`src/rtl/iso7816_activation_ctrl.sv`:
```
// iso7816_activation_ctrl
// Interface-device sequencer for an ISO 7816-3 contact set: cold activation,
// warm reset and deactivation, plus ATR start-bit window checking.
// All outputs are registered; contact outputs trail the state by one cycle.
module iso7816_activation_ctrl #(
    parameter int unsigned PWR_CYCLES = 16,
    parameter int unsigned TA_CYCLES  = 200,
    parameter int unsigned TB_CYCLES  = 400,
    parameter int unsigned ATR_MIN    = 400,
    parameter int unsigned ATR_MAX    = 40000,
    parameter int unsigned CNT_W      = 16
) (
    input  logic       i_clk,
    input  logic       i_rstn,
    input  logic       i_cmd_activate,
    input  logic       i_cmd_warm_reset,
    input  logic       i_cmd_deactivate,
    input  logic       i_io,
    output logic       o_vcc_en,
    output logic       o_clk_en,
    output logic       o_card_rst,
    output logic       o_io_rel,
    output logic       o_active,
    output logic       o_busy,
    output logic       o_done,
    output logic [1:0] o_err,
    output logic [2:0] o_state
);

    typedef enum logic [2:0] {
        ST_IDLE    = 3'd0,
        ST_PWRUP   = 3'd1,
        ST_RSTLOW  = 3'd2,
        ST_ATRWAIT = 3'd3,
        ST_ACTIVE  = 3'd4,
        ST_DEACT   = 3'd5
    } state_e;

    typedef enum logic [1:0] {
        ERR_NONE        = 2'd0,
        ERR_IO_LOW      = 2'd1,
        ERR_ATR_EARLY   = 2'd2,
        ERR_ATR_TIMEOUT = 2'd3
    } err_e;

    // Timer compare points, sized to the timer so every compare is same-width.
    localparam logic [CNT_W-1:0] PWR_LAST   = CNT_W'(PWR_CYCLES - 1);
    localparam logic [CNT_W-1:0] TA_LAST    = CNT_W'(TA_CYCLES - 1);
    localparam logic [CNT_W-1:0] TB_LAST    = CNT_W'(TB_CYCLES - 1);
    localparam logic [CNT_W-1:0] ATR_MIN_C  = CNT_W'(ATR_MIN);
    localparam logic [CNT_W-1:0] ATR_MAX_C  = CNT_W'(ATR_MAX);
    localparam logic [CNT_W-1:0] DEACT_LAST = CNT_W'(3);

    state_e             state_q, state_d;
    logic [CNT_W-1:0]   cnt_q, cnt_d;
    logic               io_hi_q, io_hi_d;
    logic               io_prev_q;
    err_e               err_q, err_d;

    logic               vcc_en_q, vcc_en_d;
    logic               clk_en_q, clk_en_d;
    logic               card_rst_q, card_rst_d;
    logic               io_rel_q, io_rel_d;
    logic               active_q, active_d;
    logic               busy_q, busy_d;
    logic               done_q, done_d;

    logic               act_ok;
    logic               warm_ok;
    logic               deact_ok;
    logic               start_bit;
    logic               io_seen;

    // Commands are only honoured in the states that can act on them; the
    // state sets are disjoint except ACTIVE, where deactivate wins below.
    assign act_ok    = i_cmd_activate && (state_q == ST_IDLE);
    assign warm_ok   = i_cmd_warm_reset && (state_q == ST_ACTIVE);
    assign deact_ok  = i_cmd_deactivate && (state_q != ST_IDLE) && (state_q != ST_DEACT);
    assign start_bit = io_prev_q && !i_io;
    assign io_seen   = io_hi_q || i_io;

    // State register, shared timer, sticky IO-high flag and IO edge history.
    // NOTE: non-blocking assignments keep every flop sampling pre-edge values,
    // so the order of statements in clocked blocks never matters.
    always_ff @(posedge i_clk or negedge i_rstn) begin
        if (!i_rstn) begin
            state_q   <= ST_IDLE;
            cnt_q     <= '0;
            io_hi_q   <= 1'b0;
            io_prev_q <= 1'b0;
        end else begin
            state_q   <= state_d;
            cnt_q     <= cnt_d;
            io_hi_q   <= io_hi_d;
            io_prev_q <= i_io;
        end
    end

    // Next-state, error code and timer update.
    // NOTE: every variable gets a default at the top of a combinational block;
    // a path that leaves one unassigned would infer a latch.
    always_comb begin
        state_d = state_q;
        err_d   = err_q;
        unique case (state_q)
            ST_IDLE: begin
                if (act_ok) begin
                    state_d = ST_PWRUP;
                    err_d   = ERR_NONE;
                end
            end
            ST_PWRUP: begin
                if (cnt_q == PWR_LAST) state_d = ST_RSTLOW;
            end
            ST_RSTLOW: begin
                if ((cnt_q == TA_LAST) && !io_seen) begin
                    err_d   = ERR_IO_LOW;
                    state_d = ST_DEACT;
                end else if (cnt_q == TB_LAST) begin
                    state_d = ST_ATRWAIT;
                end
            end
            ST_ATRWAIT: begin
                // A start bit is checked first so one landing on the timeout
                // cycle still counts as a valid ATR.
                if (start_bit) begin
                    if (cnt_q < ATR_MIN_C) begin
                        err_d   = ERR_ATR_EARLY;
                        state_d = ST_DEACT;
                    end else begin
                        state_d = ST_ACTIVE;
                    end
                end else if (cnt_q == ATR_MAX_C) begin
                    err_d   = ERR_ATR_TIMEOUT;
                    state_d = ST_DEACT;
                end
            end
            ST_ACTIVE: begin
                if (warm_ok) state_d = ST_RSTLOW;
            end
            ST_DEACT: begin
                if (cnt_q == DEACT_LAST) state_d = ST_IDLE;
            end
            default: state_d = ST_IDLE;
        endcase

        // Deactivate overrides everything, but an error raised this same
        // cycle is kept so the host still sees why the card failed.
        if (deact_ok) state_d = ST_DEACT;

        if (state_d != state_q) begin
            cnt_d   = '0;
            io_hi_d = 1'b0;
        end else begin
            cnt_d   = (&cnt_q) ? cnt_q : cnt_q + CNT_W'(1);
            io_hi_d = io_hi_q || ((state_q == ST_RSTLOW) && i_io);
        end
    end

    // Output decode: contacts from the current state, status from the next.
    always_comb begin
        vcc_en_d   = 1'b0;
        clk_en_d   = 1'b0;
        card_rst_d = 1'b0;
        io_rel_d   = 1'b0;
        unique case (state_q)
            ST_PWRUP: begin
                vcc_en_d = 1'b1;
            end
            ST_RSTLOW: begin
                vcc_en_d = 1'b1;
                clk_en_d = 1'b1;
                io_rel_d = 1'b1;
            end
            ST_ATRWAIT, ST_ACTIVE: begin
                vcc_en_d   = 1'b1;
                clk_en_d   = 1'b1;
                io_rel_d   = 1'b1;
                card_rst_d = 1'b1;
            end
            ST_DEACT: begin
                // Contacts drop one per cycle in RST, CLK, IO, VCC order; a
                // contact that was never raised stays low.
                clk_en_d = clk_en_q && (cnt_q < CNT_W'(1));
                io_rel_d = io_rel_q && (cnt_q < CNT_W'(2));
                vcc_en_d = vcc_en_q && (cnt_q < CNT_W'(3));
            end
            default: ;
        endcase

        active_d = (state_d == ST_ACTIVE);
        busy_d   = (state_d != ST_IDLE) && (state_d != ST_ACTIVE);
        done_d   = (state_d == ST_ACTIVE) && (state_q != ST_ACTIVE);
    end

    // Output registers, so no command reaches a pin combinationally.
    always_ff @(posedge i_clk or negedge i_rstn) begin
        if (!i_rstn) begin
            vcc_en_q   <= 1'b0;
            clk_en_q   <= 1'b0;
            card_rst_q <= 1'b0;
            io_rel_q   <= 1'b0;
            active_q   <= 1'b0;
            busy_q     <= 1'b0;
            done_q     <= 1'b0;
            err_q      <= ERR_NONE;
        end else begin
            vcc_en_q   <= vcc_en_d;
            clk_en_q   <= clk_en_d;
            card_rst_q <= card_rst_d;
            io_rel_q   <= io_rel_d;
            active_q   <= active_d;
            busy_q     <= busy_d;
            done_q     <= done_d;
            err_q      <= err_d;
        end
    end

    assign o_vcc_en   = vcc_en_q;
    assign o_clk_en   = clk_en_q;
    assign o_card_rst = card_rst_q;
    assign o_io_rel   = io_rel_q;
    assign o_active   = active_q;
    assign o_busy     = busy_q;
    assign o_done     = done_q;
    assign o_err      = err_q;
    assign o_state    = state_q;

endmodule

```
`config.mk`:
```
export PLATFORM = sky130hd
export DESIGN_NAME = iso7816_activation_ctrl
export DESIGN_NICKNAME = d
export VERILOG_FILES = /design/src/rtl/iso7816_activation_ctrl.sv
export SDC_FILE = /design/constraint.sdc
export NUM_CORES = 1
export LEC_CHECK = 0
export BUFFER_PORTS_ARGS = -buffer_cell sky130_fd_sc_hd__buf_2
export CAP_MARGIN = 20
export CORE_ASPECT_RATIO = 0.75
export CORE_UTILIZATION = 30
export CTS_BUF_LIST = sky130_fd_sc_hd__clkbuf_16
export CTS_CLUSTER_DIAMETER = 200
export DETAILED_ROUTE_END_ITERATION = 10
export GPL_TIMING_DRIVEN = 1
export SYNTH_ARGS = -nofsm -noshare
export SYNTH_HDL_FRONTEND = slang
export SYNTH_SLANG_ARGS = --single-unit
```
`constraint.sdc`:
```
create_clock -name i_clk -period 3 [get_ports i_clk]
set_clock_uncertainty 0.15 [all_clocks]
set_input_delay 0.3 -clock i_clk [delete_from_list [all_inputs] [get_ports i_clk]]
set_output_delay 0.3 -clock i_clk [all_outputs]
set_load 0.05 [all_outputs]
```
==> results_dict.tcl, run 1 <==
set metrics [dict create \
    crit_required_ns 2.98 \
    timing.fmax_mhz 363 \
    start_util_pct 32.1 \
    cts_tree "done" \
    root_buffer "clkbuf_16" \
    clk_pin_slew_worst_paths_ns 0.05 \
    antenna_cells 0 \
    h-tree-depth 2 \
    max-vdd-ir-drop_mv 0.428 \
    numPortBuffers 17 \
    wirelength_um 4880 \
    dpl.hpwl_um 3630 \
    final_common_cell "dfrtp_1" \
    antenna_found_initial 0 \
    yosys_warnings 0 \
    drive_gt1_share_pct 22.8 \
    place.gp.congestion 0.968 \
    cts_resized 0 \
    pin_count 18 \
    viasPerCell 5.52 \
    postCtsSetupBuffers 0 \
    placed_area_sq_um 2090 \
    fin_util_pct 37.5 \
    cts_buffer_depth 2 \
    syn_avg_cell_area_sq_um 9.40 \
    cts_hold_buffers 1 \
    period_share_pct 91.7 \
    setup_viol 0 \
    netlist_area_sq_um 1920 \
    vias 1666 \
    cts_buffers 5 \
    drt_pass1_iterations 4 \
    start_kind "register" \
    area_growth_pct 16.8 \
    overflow 0 \
    synth_top_flop_cell "dfrtp_1" \
    clk_latency_ns 0.27 \
    nets 232 \
    synth-seq-cells 30 \
    grt.total_usage_pct 15.9 \
    netlist-cell-type-count 55 \
    avgRoutedWirePerCell_um 16.1 \
    die_h_um 71.3 \
    grt_pass1_vias 1662 \
    fp.dieArea_sq_um 6720 \
    route.antenna.remaining_nets 0 \
    rows 24 \
    clkSinkCount 30 \
    relSlewSlack_pct 54.0 \
    grt_max_degree 31 \
    seq_area_frac_synth_pct 39.1 \
    powerDensity_nw_per_um2 968 \
    min_period_ns 2.75 \
    critPathArrivalTime_ns 2.73 \
    synth_edf_count 0 \
    die_width_um 94.3 \
    p_leak_nw 0.869 \
    dr.first_iter.drc_count 210 \
    grt_setup_unrepaired "false" \
    async_flop_share_pct 100 \
    synth_fp_nets 213 \
    hold_viol 0 \
    hold_class "input port to register" \
    slew_viol_final 0 \
    syn-instance-count 204 \
    core_area_sq_um 5980 \
    whs_ns 0.0378 \
    critPathMaxFanout 17 \
    post-route-cell-area_sq_um 2240 \
    crit_type "register to register" \
    fillers 612 \
    setup_tns_ns 0 \
    grt_pass1_wl_um 8340 \
    cp-end-kind "register" \
    layout_common_cells "30 x dfrtp_1, 20 x nor2_1, 17 x buf_2, 13 x nand2_1, 11 x nor3_2" \
    run_status "complete, no violations" \
    route.detailed.drc 0 \
    tightest_slew_ns 0.690 \
    drv_cap 0 \
    power_w 0.00217 \
]
==> state kept, by name, summed over array words and instances (netlist names) <==
name and count:
cnt_q 16, io_hi_q 1, io_prev_q 1, o_active 1, o_busy 1, o_card_rst 1
o_clk_en 1, o_done 1, o_err 2, o_io_rel 1, o_state 3, o_vcc_en 1
==> worst paths after layout <==
check	slack, ns	to	depth (start not counted)	start
min reg2reg	0.35	o_err[0]	2	o_err[0]
max	0.25	cnt_q[4]	7	cnt_q[12]
max in group asynchronous	1.79	cnt_q[7]	2	i_rstn
max reg2reg	0.25	cnt_q[4]	7	cnt_q[12]
min	0.04	io_prev_q	1	i_io
min in group asynchronous	0.47	cnt_q[5]	2	i_rstn
==> cell families (layout without fill, tap and decap cells) <==
family | after synthesis | in the layout | synth area share (%)
AO/OA/AOI/OAI | 39 | 39 | 14.3
flip-flops | 30 | 30 | 39.1
AND/OR/NAND/NOR | 99 | 99 | 32.6
adder cells (fa/ha/maj) | 3 | 3 | 1.96
XOR/XNOR | 13 | 13 | 5.94
buffers and inverters | 18 | 38 | 4.37
multiplexers | 2 | 2 | 1.70
==> synthesized netlist by cell type, drive strengths merged (3+ instances only) <==
cell type | n | area share (%)
a21oi | 4 | 1.0
and4 | 3 | 1.4
buf | 6 | 2.0
clkbuf | 5 | 0.98
dfrtp | 30 | 39
ha | 3 | 2.0
inv | 7 | 1.4
nand2 | 13 | 2.5
nand2b | 3 | 0.98
nand3 | 8 | 2.1
nand4 | 4 | 1.3
nor2 | 20 | 3.9
nor2b | 3 | 0.98
nor3 | 18 | 7.6
nor4 | 5 | 2.7
o211ai | 3 | 1.2
o21ai | 8 | 2.1
o22ai | 3 | 0.98
o311ai | 3 | 1.4
or2 | 7 | 2.3
xnor2 | 5 | 2.3
xor2 | 8 | 3.7
==> critical path, cell delays in order, from the launching register on <==
cell and delay (ns):
dfrtp_1 0.45, nor4_4 0.38, and4b_2 0.32, a211oi_1 0.08, or4b_4 0.52, mux2i_4 0.21
buf_12 0.18, a2111oi_0 0.32
==> per-stage QoR <==
step | setup WS [ns] | std cells
finish | 0.249 | 302
global route | 0.0361 | 302
CTS | 0.262 | 302
detailed placement | 0.277 | 293
global placement | 0.413 | 293
floorplan | 0.374 | 204
==> power breakdown <==
group | internal [W] | total [W] | switching [W] | leakage (nW)
combinational | 0.000367 | 0.00113 | 0.000761 | 0.405
clock | 0.000298 | 0.000465 | 0.000167 | 0.0663
sequential | 0.000486 | 0.000575 | 0.0000885 | 0.398
total | 0.00115 | 0.00217 | 0.00102 | 0.869
==> final cells by class <==
class                   count  area, sq um  area share, %
multi-input cells         156         1080           48.4
flip-flops and latches     30          751           33.5
repair buffers             23          145           6.48
clock buffers               5          125           5.59
well taps                  78         97.6           4.36
inverters                   7         26.3           1.17
clock inverters             3         11.3          0.503
==> layer usage <==
metal,vias to the layer above,global-route usage (%),part of all wire [%]
met2,73,21.1,40
met3,2,4.35,8.6
met5,-,0,0
met1,796,25.2,52
met4,0,3.59,0.10
li1,795,-,-
(Power assumes the default switching activity.)
==> inputs of run 2 (changes only) <==
CTS_BUF_LIST = sky130_fd_sc_hd__clkbuf_4 sky130_fd_sc_hd__clkbuf_8 sky130_fd_sc_hd__clkbuf_16   (was sky130_fd_sc_hd__clkbuf_16)
==> run 2 against run 1 <==
Against the previous run: fmax up 0.65%; non-clock buffer count is the same; setup slack improved by 0.018 ns; clock power down 16%; critical path type unchanged; critical path depth stayed put; largest cell class unchanged; sequential power barely moved; sequential share of layout area rose by 0.40 points; total power decreased by 3.4%; routed wire length shrank 0.37%.
==> results_dict.tcl, run 2 (synthesized netlist as in run 1, its figures left out) <==
set metrics [dict create \
    drt_pass1_iterations 4 \
    grt_pass1_wl_um 8310 \
    relSlewSlack_pct 53.9 \
    p_leak_nw 0.860 \
    layout_common_cells "30 x dfrtp_1, 20 x nor2_1, 17 x buf_2, 13 x nand2_1, 11 x nor3_2" \
    slowest_delay_ns 0.51 \
    fin_util_pct 37.0 \
    drv_cap 0 \
    slew_viol_final 0 \
    wirelength_um 4860 \
    clkSinkCount 30 \
    powerDensity_nw_per_um2 946 \
    fp.dieArea_sq_um 6720 \
    clk_pin_slew_worst_paths_ns 0.07 \
    drive_gt1_share_pct 24.1 \
    cts_tree "done" \
    clkPwrFrac_pct 18.6 \
    run_status "complete, no violations" \
    vias 1695 \
    antenna_found_initial 0 \
    cts_resized 0 \
    fin_cells 302 \
    route.antenna.remaining_nets 0 \
    root_buffer "clkbuf_8" \
    postCtsSetupBuffers 0 \
    viasPerCell 5.61 \
    clk_latency_ns 0.28 \
    grt.total_usage_pct 16.0 \
    core_area_sq_um 5980 \
    tightest_slew_ns 0.692 \
    critical_path.cell_chain "nor4_4 -> and4b_2 -> a211oi_1 -> or4b_4 -> mux2i_4 -> buf_12 -> a2111oi_0" \
    avgRoutedWirePerCell_um 16.1 \
    timing.fmax_mhz 366 \
    final_common_cell "dfrtp_1" \
    cp-end-kind "register" \
    place.gp.congestion 0.968 \
    power.switching_w 0.00101 \
    nets 232 \
    die_width_um 94.3 \
    cts_buffers 5 \
    start_util_pct 32.1 \
    rows 24 \
    cts_buffer_depth 2 \
    route.detailed.drc 0 \
    cp_slowest_cell "or4b_4" \
    start_kind "register" \
    critPathTopFamily "simple AND/OR/NAND/NOR gates" \
    dr.first_iter.drc_count 226 \
    p_int_w 0.00108 \
    crit_buf_inv 1 \
    die_h_um 71.3 \
    fillers 614 \
    period_share_pct 91.1 \
    regMostFlops "cnt_q" \
    pwr-share-seq_pct 27.5 \
    hold_viol 0 \
    crit_required_ns 3.00 \
    largest_reg_flops 16 \
    h-tree-depth 2 \
    area_growth_pct 15.4 \
    setup_tns_ns 0 \
    overflow 0 \
    numPortBuffers 17 \
    grt_setup_unrepaired "false" \
    critPathArrivalTime_ns 2.74 \
    dpl.hpwl_um 3630 \
    min_period_ns 2.73 \
    max-vdd-ir-drop_mv 0.443 \
    p_sw_share_pct 48.3 \
    pin_count 18 \
    power_w 0.00209 \
    antenna_cells 0 \
    hold_class "input port to register" \
    grt_pass1_vias 1653 \
    p_comb_share_pct 54.0 \
    dp_cells 293 \
    setup_viol 0 \
    critPathMaxFanout 17 \
    crit_type "register to register" \
    grt_max_degree 31 \
]
==> run 2: changes by cell type in the layout (fill, tap and decap cells not counted) <==
cell / delta
clkinv_1: -3
clkbuf_16: -5
clkbuf_8: +8
==> run 2: worst register-to-register path: stages, from the launching register on <==
cell and delay [ns]:
dfrtp_1 0.46, nor4_4 0.39, and4b_2 0.32, a211oi_1 0.08
or4b_4 0.51, mux2i_4 0.21, buf_12 0.18, a2111oi_0 0.30
==> run 2: cell type report <==
cell class	instances	area [sq um]	area share [%]
multi-input cells	156	1080	49.0
well taps	78	97.6	4.41
inverters	7	26.3	1.19
flip-flops and latches	30	751	33.9
repair buffers	23	145	6.56
clock buffers	8	110	4.97
==> run 2: path summary, 6_finish.rpt <==
check	startpoint	end	slack, ns	cells past startpoint
max	cnt_q[12]	cnt_q[4]	0.27	7
min in group asynchronous	i_rstn	cnt_q[5]	0.45	2
max reg2reg	cnt_q[12]	cnt_q[4]	0.27	7
max in group asynchronous	i_rstn	cnt_q[7]	1.80	2
min	i_io	io_prev_q	0.02	1
min reg2reg	o_err[0]	o_err[0]	0.35	2
==> run 2: what timing repair did <==
action                     in CTS  in global routing
hold endpoints to repair       30                  0
hold buffers                    1                  0
setup endpoints to repair       0                  0
==> run 2: layer usage <==
layer  wire length [um]  up-vias  share of wire [%]  GRT usage (%)
li1                   -      796                  -              -
met4                 17        0               0.35           3.93
met1               2550      831                 53           24.7
met3                392        3                8.1           5.31
met5                  0        -                  0              0
met2               1900       65                 39           21.2
==> run 2: metrics by stage <==
| stage | hold slack [ns] | cell area [sq um] | setup WS, ns |
|---|---|---|---|
| after CTS | 0.0238 | 2210 | 0.258 |
| final | 0.0185 | 2210 | 0.267 |
| after detailed placement | 0.232 | 2090 | 0.277 |
| after global routing | 0.0342 | 2210 | 0.0348 |
| after global placement | 0.224 | 2090 | 0.413 |
| after floorplan | -0.146 | 1920 | 0.374 |
==> run 2: power groups by stage <==
| stage | clock (W) | combinational [W] | sequential, W |
|---|---|---|---|
| 4_1_cts | 0.000398 | 0.00112 | 0.000575 |
| 3_5_place_dp | 0 | 0.00112 | 0.000583 |
| 2_1_floorplan | 0 | 0.000635 | 0.000763 |
| 5_1_grt | 0.000416 | 0.00121 | 0.000589 |
| 6_report | 0.000389 | 0.00113 | 0.000575 |
| 3_3_place_gp | 0 | 0.00111 | 0.000578 |
